### config.mk
export PLATFORM = sky130hd
export DESIGN_NAME = hamming74_serializer
export DESIGN_NICKNAME = d
export VERILOG_FILES = /design/src/rtl/hamming_pkg.sv /design/src/rtl/hamming74_enc.sv /design/src/rtl/hamming74_serializer.sv
export SDC_FILE = /design/constraint.sdc
export NUM_CORES = 1
export LEC_CHECK = 0
export CAP_MARGIN = 15
export CORE_ASPECT_RATIO = 1.25
export CORE_MARGIN = 5
export CORE_UTILIZATION = 48
export CTS_CLUSTER_DIAMETER = 200
export DETAILED_ROUTE_END_ITERATION = 8
export MAX_ROUTING_LAYER = met4
export PLACE_DENSITY_LB_ADDON = 0.2
export SLEW_MARGIN = 20
export SYNTH_ARGS = -nofsm -noshare
export SYNTH_HDL_FRONTEND = slang
export SYNTH_SLANG_ARGS = --single-unit
### constraint.sdc
create_clock -name clk -period 1.5 [get_ports clk]
set_clock_uncertainty 0.15 [all_clocks]
set_input_delay 0.15 -clock clk [delete_from_list [all_inputs] [get_ports clk]]
set_output_delay 0.15 -clock clk [all_outputs]
set_load 0.01 [all_outputs]
### src/rtl/hamming_pkg.sv
// Shared Hamming(7,4) constants, FSM state type and the codeword encode function.
package hamming_pkg;

  localparam int CW_LEN   = 7;
  localparam int DATA_LEN = 4;
  localparam int GAP_W    = 4;

  typedef enum logic [1:0] {
    IDLE  = 2'd0,
    SHIFT = 2'd1,
    GAP   = 2'd2
  } state_t;

  // Codeword bit i carries transmit position i+1: p0,p1,d0,p2,d1,d2,d3.
  function automatic logic [CW_LEN-1:0] hamming74_encode(input logic [DATA_LEN-1:0] d);
    logic p0;
    logic p1;
    logic p2;
    p0 = d[0] ^ d[1] ^ d[3];
    p1 = d[0] ^ d[2] ^ d[3];
    p2 = d[1] ^ d[2] ^ d[3];
    return {d[3], d[2], d[1], p2, d[0], p1, p0};
  endfunction

endpackage

### src/rtl/hamming74_enc.sv
// Combinational Hamming(7,4) encoder feeding the holding register and the bypass path.
module hamming74_enc
  import hamming_pkg::*;
(
  input  logic [DATA_LEN-1:0] i_data,
  output logic [CW_LEN-1:0]   o_cw
);

  // Pure function of the nibble; codeword bit 0 is transmitted first.
  always_comb begin
    o_cw = hamming74_encode(i_data);
  end

endmodule

### src/rtl/hamming74_serializer.sv
// Hamming(7,4) serializer: one-entry holding register plus a 7-bit shift register,
// emitting one codeword bit per clock with sof/eof framing and optional idle gaps.
module hamming74_serializer
  import hamming_pkg::*;
#(
  parameter int GAP_CYCLES = 0
) (
  input  logic                clk,
  input  logic                rst,
  input  logic [DATA_LEN-1:0] in_data,
  input  logic                in_valid,
  output logic                in_ready,
  output logic                ser_out,
  output logic                ser_valid,
  output logic                sof,
  output logic                eof
);

  localparam logic [2:0]       LAST_BIT = 3'(CW_LEN - 1);
  localparam logic [GAP_W-1:0] GAP_LAST = (GAP_CYCLES > 0) ? 4'(GAP_CYCLES - 1) : 4'd0;

  // Registered state
  state_t              r_state;
  logic [2:0]          r_bit_cnt;
  logic [GAP_W-1:0]    r_gap_cnt;
  logic [CW_LEN-1:0]   r_shift;
  logic [CW_LEN-1:0]   r_hold_cw;
  logic                r_hold_full;
  logic                r_ser_out;
  logic                r_ser_valid;
  logic                r_sof;
  logic                r_eof;
  logic                r_in_ready;

  // Next-state and combinational helpers
  state_t              w_state_next;
  logic [2:0]          w_bit_cnt_next;
  logic [2:0]          w_bit_inc;
  logic [GAP_W-1:0]    w_gap_cnt_next;
  logic [CW_LEN-1:0]   w_shift_next;
  logic [CW_LEN-1:0]   w_hold_cw_next;
  logic                w_hold_full_next;
  logic                w_ser_out_next;
  logic                w_ser_valid_next;
  logic                w_sof_next;
  logic                w_eof_next;
  logic                w_in_ready_next;
  logic [CW_LEN-1:0]   w_enc_cw;
  logic [CW_LEN-1:0]   w_src_cw;
  logic                w_accept;
  logic                w_avail;
  logic                w_load;
  logic                w_take_hold;
  logic                w_bypass;
  logic                w_store;

  hamming74_enc u_enc (
    .i_data (in_data),
    .o_cw   (w_enc_cw)
  );

  // Handshake and next-codeword source: the holding register always has priority,
  // otherwise a nibble accepted this cycle goes straight to the shift register.
  always_comb begin
    w_accept = in_valid & r_in_ready;
    w_avail  = r_hold_full | w_accept;
    w_src_cw = r_hold_full ? r_hold_cw : w_enc_cw;
  end

  // FSM next-state, shift register and registered-output next values.
  always_comb begin
    w_state_next     = r_state;
    w_bit_cnt_next   = r_bit_cnt;
    w_gap_cnt_next   = r_gap_cnt;
    w_shift_next     = r_shift;
    w_ser_out_next   = 1'b0;
    w_ser_valid_next = 1'b0;
    w_sof_next       = 1'b0;
    w_eof_next       = 1'b0;
    w_load           = 1'b0;
    w_bit_inc        = r_bit_cnt + 3'd1;

    case (r_state)
      IDLE: begin
        w_bit_cnt_next = 3'd0;
        if (w_avail) begin
          w_load = 1'b1;
        end
      end

      SHIFT: begin
        if (r_bit_cnt != LAST_BIT) begin
          w_bit_cnt_next   = w_bit_inc;
          w_shift_next     = {1'b0, r_shift[CW_LEN-1:1]};
          w_ser_out_next   = r_shift[1];
          w_ser_valid_next = 1'b1;
          w_eof_next       = (w_bit_inc == LAST_BIT);
        end else if (GAP_CYCLES == 0) begin
          // Last bit leaves now: chain the next codeword without a bubble.
          w_bit_cnt_next = 3'd0;
          w_shift_next   = '0;
          if (w_avail) begin
            w_load = 1'b1;
          end else begin
            w_state_next = IDLE;
          end
        end else begin
          w_bit_cnt_next = 3'd0;
          w_gap_cnt_next = '0;
          w_shift_next   = '0;
          w_state_next   = GAP;
        end
      end

      GAP: begin
        w_bit_cnt_next = 3'd0;
        if (r_gap_cnt == GAP_LAST) begin
          w_gap_cnt_next = '0;
          if (w_avail) begin
            w_load = 1'b1;
          end else begin
            w_state_next = IDLE;
          end
        end else begin
          w_gap_cnt_next = r_gap_cnt + 4'd1;
        end
      end

      default: begin
        w_state_next   = IDLE;
        w_bit_cnt_next = 3'd0;
        w_gap_cnt_next = '0;
        w_shift_next   = '0;
      end
    endcase

    // A new codeword starts: present its first bit right away with sof.
    if (w_load) begin
      w_state_next     = SHIFT;
      w_bit_cnt_next   = 3'd0;
      w_shift_next     = w_src_cw;
      w_ser_out_next   = w_src_cw[0];
      w_ser_valid_next = 1'b1;
      w_sof_next       = 1'b1;
    end
  end

  // Holding register: emptied when it feeds the shift register, filled by an
  // accepted nibble that did not bypass. Ready is derived from the next fill state,
  // so acceptance never depends combinationally on in_valid.
  always_comb begin
    w_take_hold      = w_load & r_hold_full;
    w_bypass         = w_load & ~r_hold_full;
    w_store          = w_accept & ~w_bypass;
    w_hold_full_next = (r_hold_full & ~w_take_hold) | w_store;
    w_hold_cw_next   = w_store ? w_enc_cw : r_hold_cw;
    w_in_ready_next  = ~w_hold_full_next;
  end

  // State and output registers with synchronous reset that aborts any codeword.
  always_ff @(posedge clk) begin
    if (rst) begin
      r_state     <= IDLE;
      r_bit_cnt   <= 3'd0;
      r_gap_cnt   <= '0;
      r_shift     <= '0;
      r_hold_cw   <= '0;
      r_hold_full <= 1'b0;
      r_ser_out   <= 1'b0;
      r_ser_valid <= 1'b0;
      r_sof       <= 1'b0;
      r_eof       <= 1'b0;
      r_in_ready  <= 1'b1;
    end else begin
      r_state     <= w_state_next;
      r_bit_cnt   <= w_bit_cnt_next;
      r_gap_cnt   <= w_gap_cnt_next;
      r_shift     <= w_shift_next;
      r_hold_cw   <= w_hold_cw_next;
      r_hold_full <= w_hold_full_next;
      r_ser_out   <= w_ser_out_next;
      r_ser_valid <= w_ser_valid_next;
      r_sof       <= w_sof_next;
      r_eof       <= w_eof_next;
      r_in_ready  <= w_in_ready_next;
    end
  end

  // Outputs come straight from flops.
  always_comb begin
    in_ready  = r_in_ready;
    ser_out   = r_ser_out;
    ser_valid = r_ser_valid;
    sof       = r_sof;
    eof       = r_eof;
  end

endmodule
==> impl_metrics.tcl <==
set metrics [dict create \
    avgViaCountPerCell 5.03 \
    synth-async-reset-ratio 0 \
    power_mw 1.32 \
    r2r_slack_ps -90 \
    root_buffer "clkbuf_4" \
    synth.area.top_cells "dfxtp_1 (44%), mux2i_1 (6.6%), nor2_1 (5.3%)" \
    avgSynthCellArea_sq_um 9.97 \
    fmax_ghz 0.630 \
    multiInputGateArea_sq_um 584 \
    cts.hold.buffers_added 0 \
    stdcell_count 164 \
    fillers 189 \
    p_int_mw 0.931 \
    ys_warn_count 0 \
    diodes 0 \
    ys_types 32 \
    synth_area_sq_mm 0.00106 \
    seq_area_frac_synth 0.436 \
    outcome "complete, but fails checks" \
    seq_area_sq_um 464 \
    slew_headroom 0.755 \
    dp.cells 158 \
    ir_worst_vdd_uv 589 \
    combPwrFrac 0.248 \
    path_max_fanout 6 \
    insertion_delay_ps 320 \
    start_util 0.489 \
    dieHeight_um 62.5 \
    drtIter0Drc 34 \
    layout-drive-gt1-share 0.301 \
    worstSetupPathType "reg -> reg" \
    ios 12 \
    place_congestion 0.856 \
    tightest_slew_ps 367 \
    synth_enable_flop_cells 0 \
    rsz0062_at_grt "yes" \
    synthCells 106 \
    ys_ff_latch 23 \
    grt_max_degree 14 \
    critPathCaptureType "register" \
    grt_overflow 0 \
    drcViolationCount 0 \
    hold_viol 0 \
    pwr-share-clk 0.225 \
    wl_per_cell_um 12.4 \
    die-area_sq_mm 0.00325 \
    synth_top_cells_by_count "dfxtp_1 (23), nor2_1 (15), mux2i_1 (7), nand2_1 (6)" \
    cts_inserted_buffers 3 \
    powerDensity_mw_per_mm2 948 \
    antenna_found_initial 0 \
    cts_tree "done" \
    drv_slew 0 \
    fp-row-count 19 \
    holdCritPathClass "in -> reg" \
    first_pass_iters 4 \
    h-tree-depth 1 \
    power_switching_share 0.292 \
    post-place-ws_ps -124 \
    synth.top_cell.area_share 0.436 \
    synth_fp_nets 116 \
    clk_pin_slew_ps 130 \
    fp.dieW_um 52.0 \
    fin_crit_ps 1590 \
    core_sq_mm 0.00216 \
    cap_violations 0 \
    setup-violations-final 5 \
    vias 825 \
    nets 144 \
    grt_first_pass_wirelength_um 3350 \
    wl_um 2040 \
    p_switching_mw 0.384 \
    p_leak_nw 0.646 \
    violations "setup timing" \
    ys.flop_type "dfxtp_1" \
    cts.sinks 23 \
    ant_nets 0 \
    portBuffers 11 \
    clk_path_buf_depth 2 \
    fin_ws_ps -87.1 \
    grt_pass1_vias 792 \
    synth_top_area_cell "dfxtp_1" \
    period_share 1.06 \
    critPathArrivalTime_ps 1650 \
    critical_path_required_ps 1560 \
    track_usage 0.138 \
    post-route-util 0.641 \
    synth.most_common_cell "dfxtp_1" \
    area_delta_synth_final_pct 31.2 \
    worstSetupStartpointType "register" \
    dpl.hpwl_um 1480 \
    power_frac_seq 0.527 \
]
[power groups by stage]
stage / Clock (mW) / Combinational (mW) / Sequential [mW]
floorplan: 0 / 0.203 / 0.701
global placement: 0 / 0.306 / 0.702
detailed placement: 0 / 0.310 / 0.704
CTS: 0.304 / 0.312 / 0.691
global route: 0.338 / 0.359 / 0.698
finish: 0.296 / 0.326 / 0.693
[metal layers]
layer / GRT usage / vias up / wire length, um
li1: - / 419 / -
met1: 0.174 / 383 / 911
met2: 0.203 / 19 / 983
met3: 0.0239 / 4 / 85
met4: 0.0787 / 0 / 55
met5: - / - / 0
[through the flow]
step	hold slack (ps)	TNS (ps)	area, sq um
after floorplan	144	0	1060
after global placement	323	-1020	1290
after detailed placement	334	-1350	1290
after CTS	344	-130	1330
after global routing	361	-1350	1390
final	348	-186	1390
[state kept, by name, indices dropped and copies added (netlist names)]
| name | cells |
|---|---|
| ser_valid | 1 |
| r_state | 1 |
| ser_out | 1 |
| r_shift | 6 |
| in_ready | 1 |
| r_hold_cw | 7 |
| r_bit_cnt | 3 |
| sof | 1 |
| eof | 1 |
| r_hold_full | 1 |
[worst max-delay path, stage by stage (launching register included)]
cell      delay (ps)
dfxtp_2          370
inv_2             40
ha_4             160
a21boi_4         200
buf_4            160
nor2_4            50
a221oi_1         270
nor3_1            80
[kinds of logic (layout without fill, tap and decap cells)]
logic type                 Yosys count  in the layout  share of synthesized area
AOI/OAI and AO/OA                   18             18                      0.148
xor gates and xnor gates             5              5                     0.0414
adders and majority gates            3              3                     0.0355
buffers and inverters               11             38                     0.0568
DFF                                 23             23                      0.436
muxes                               11             11                      0.109
and+or+nand+nor                     35             35                      0.174
[what timing repair did]
action,4_1_cts,5_1_grt
resized for setup,6,10
pin swaps,3,3
setup buffers,0,2
setup endpoints to repair,18,19
[final cells by class]
type / instances / share of cell area
Multi-Input combinational cell: 72 / 0.421
Clock inverter: 1 / 0.00361
Timing Repair Buffer: 29 / 0.183
Clock buffer: 3 / 0.0162
Sequential cell: 23 / 0.335
Inverter: 5 / 0.0135
Tap cell: 31 / 0.0280
[path summary, 6_finish.rpt]
kind	start	end	depth (start not counted)
min reg2reg	r_shift[2]	r_shift[2]	2
max	r_bit_cnt[0]	r_shift[2]	7
max reg2reg	r_bit_cnt[0]	r_shift[2]	7
min	in_data[2]	r_hold_cw[5]	3
[cell usage in the layout (no fill, tap or decap), types with 4 or more instances in the layout]
cell / Yosys / final
dlymetal6s2s_1: 0 / 4
nor3_1: 5 / 5
nand2_1: 6 / 6
a21oi_1: 5 / 5
mux2i_1: 7 / 7
buf_4: 1 / 18
nor2_1: 15 / 15
dfxtp_1: 23 / 20
xnor2_1: 5 / 5
mux2_1: 4 / 4
clkdlybuf4s50_1: 0 / 6
No activity file was read; power rests on OpenSTA's default activity.
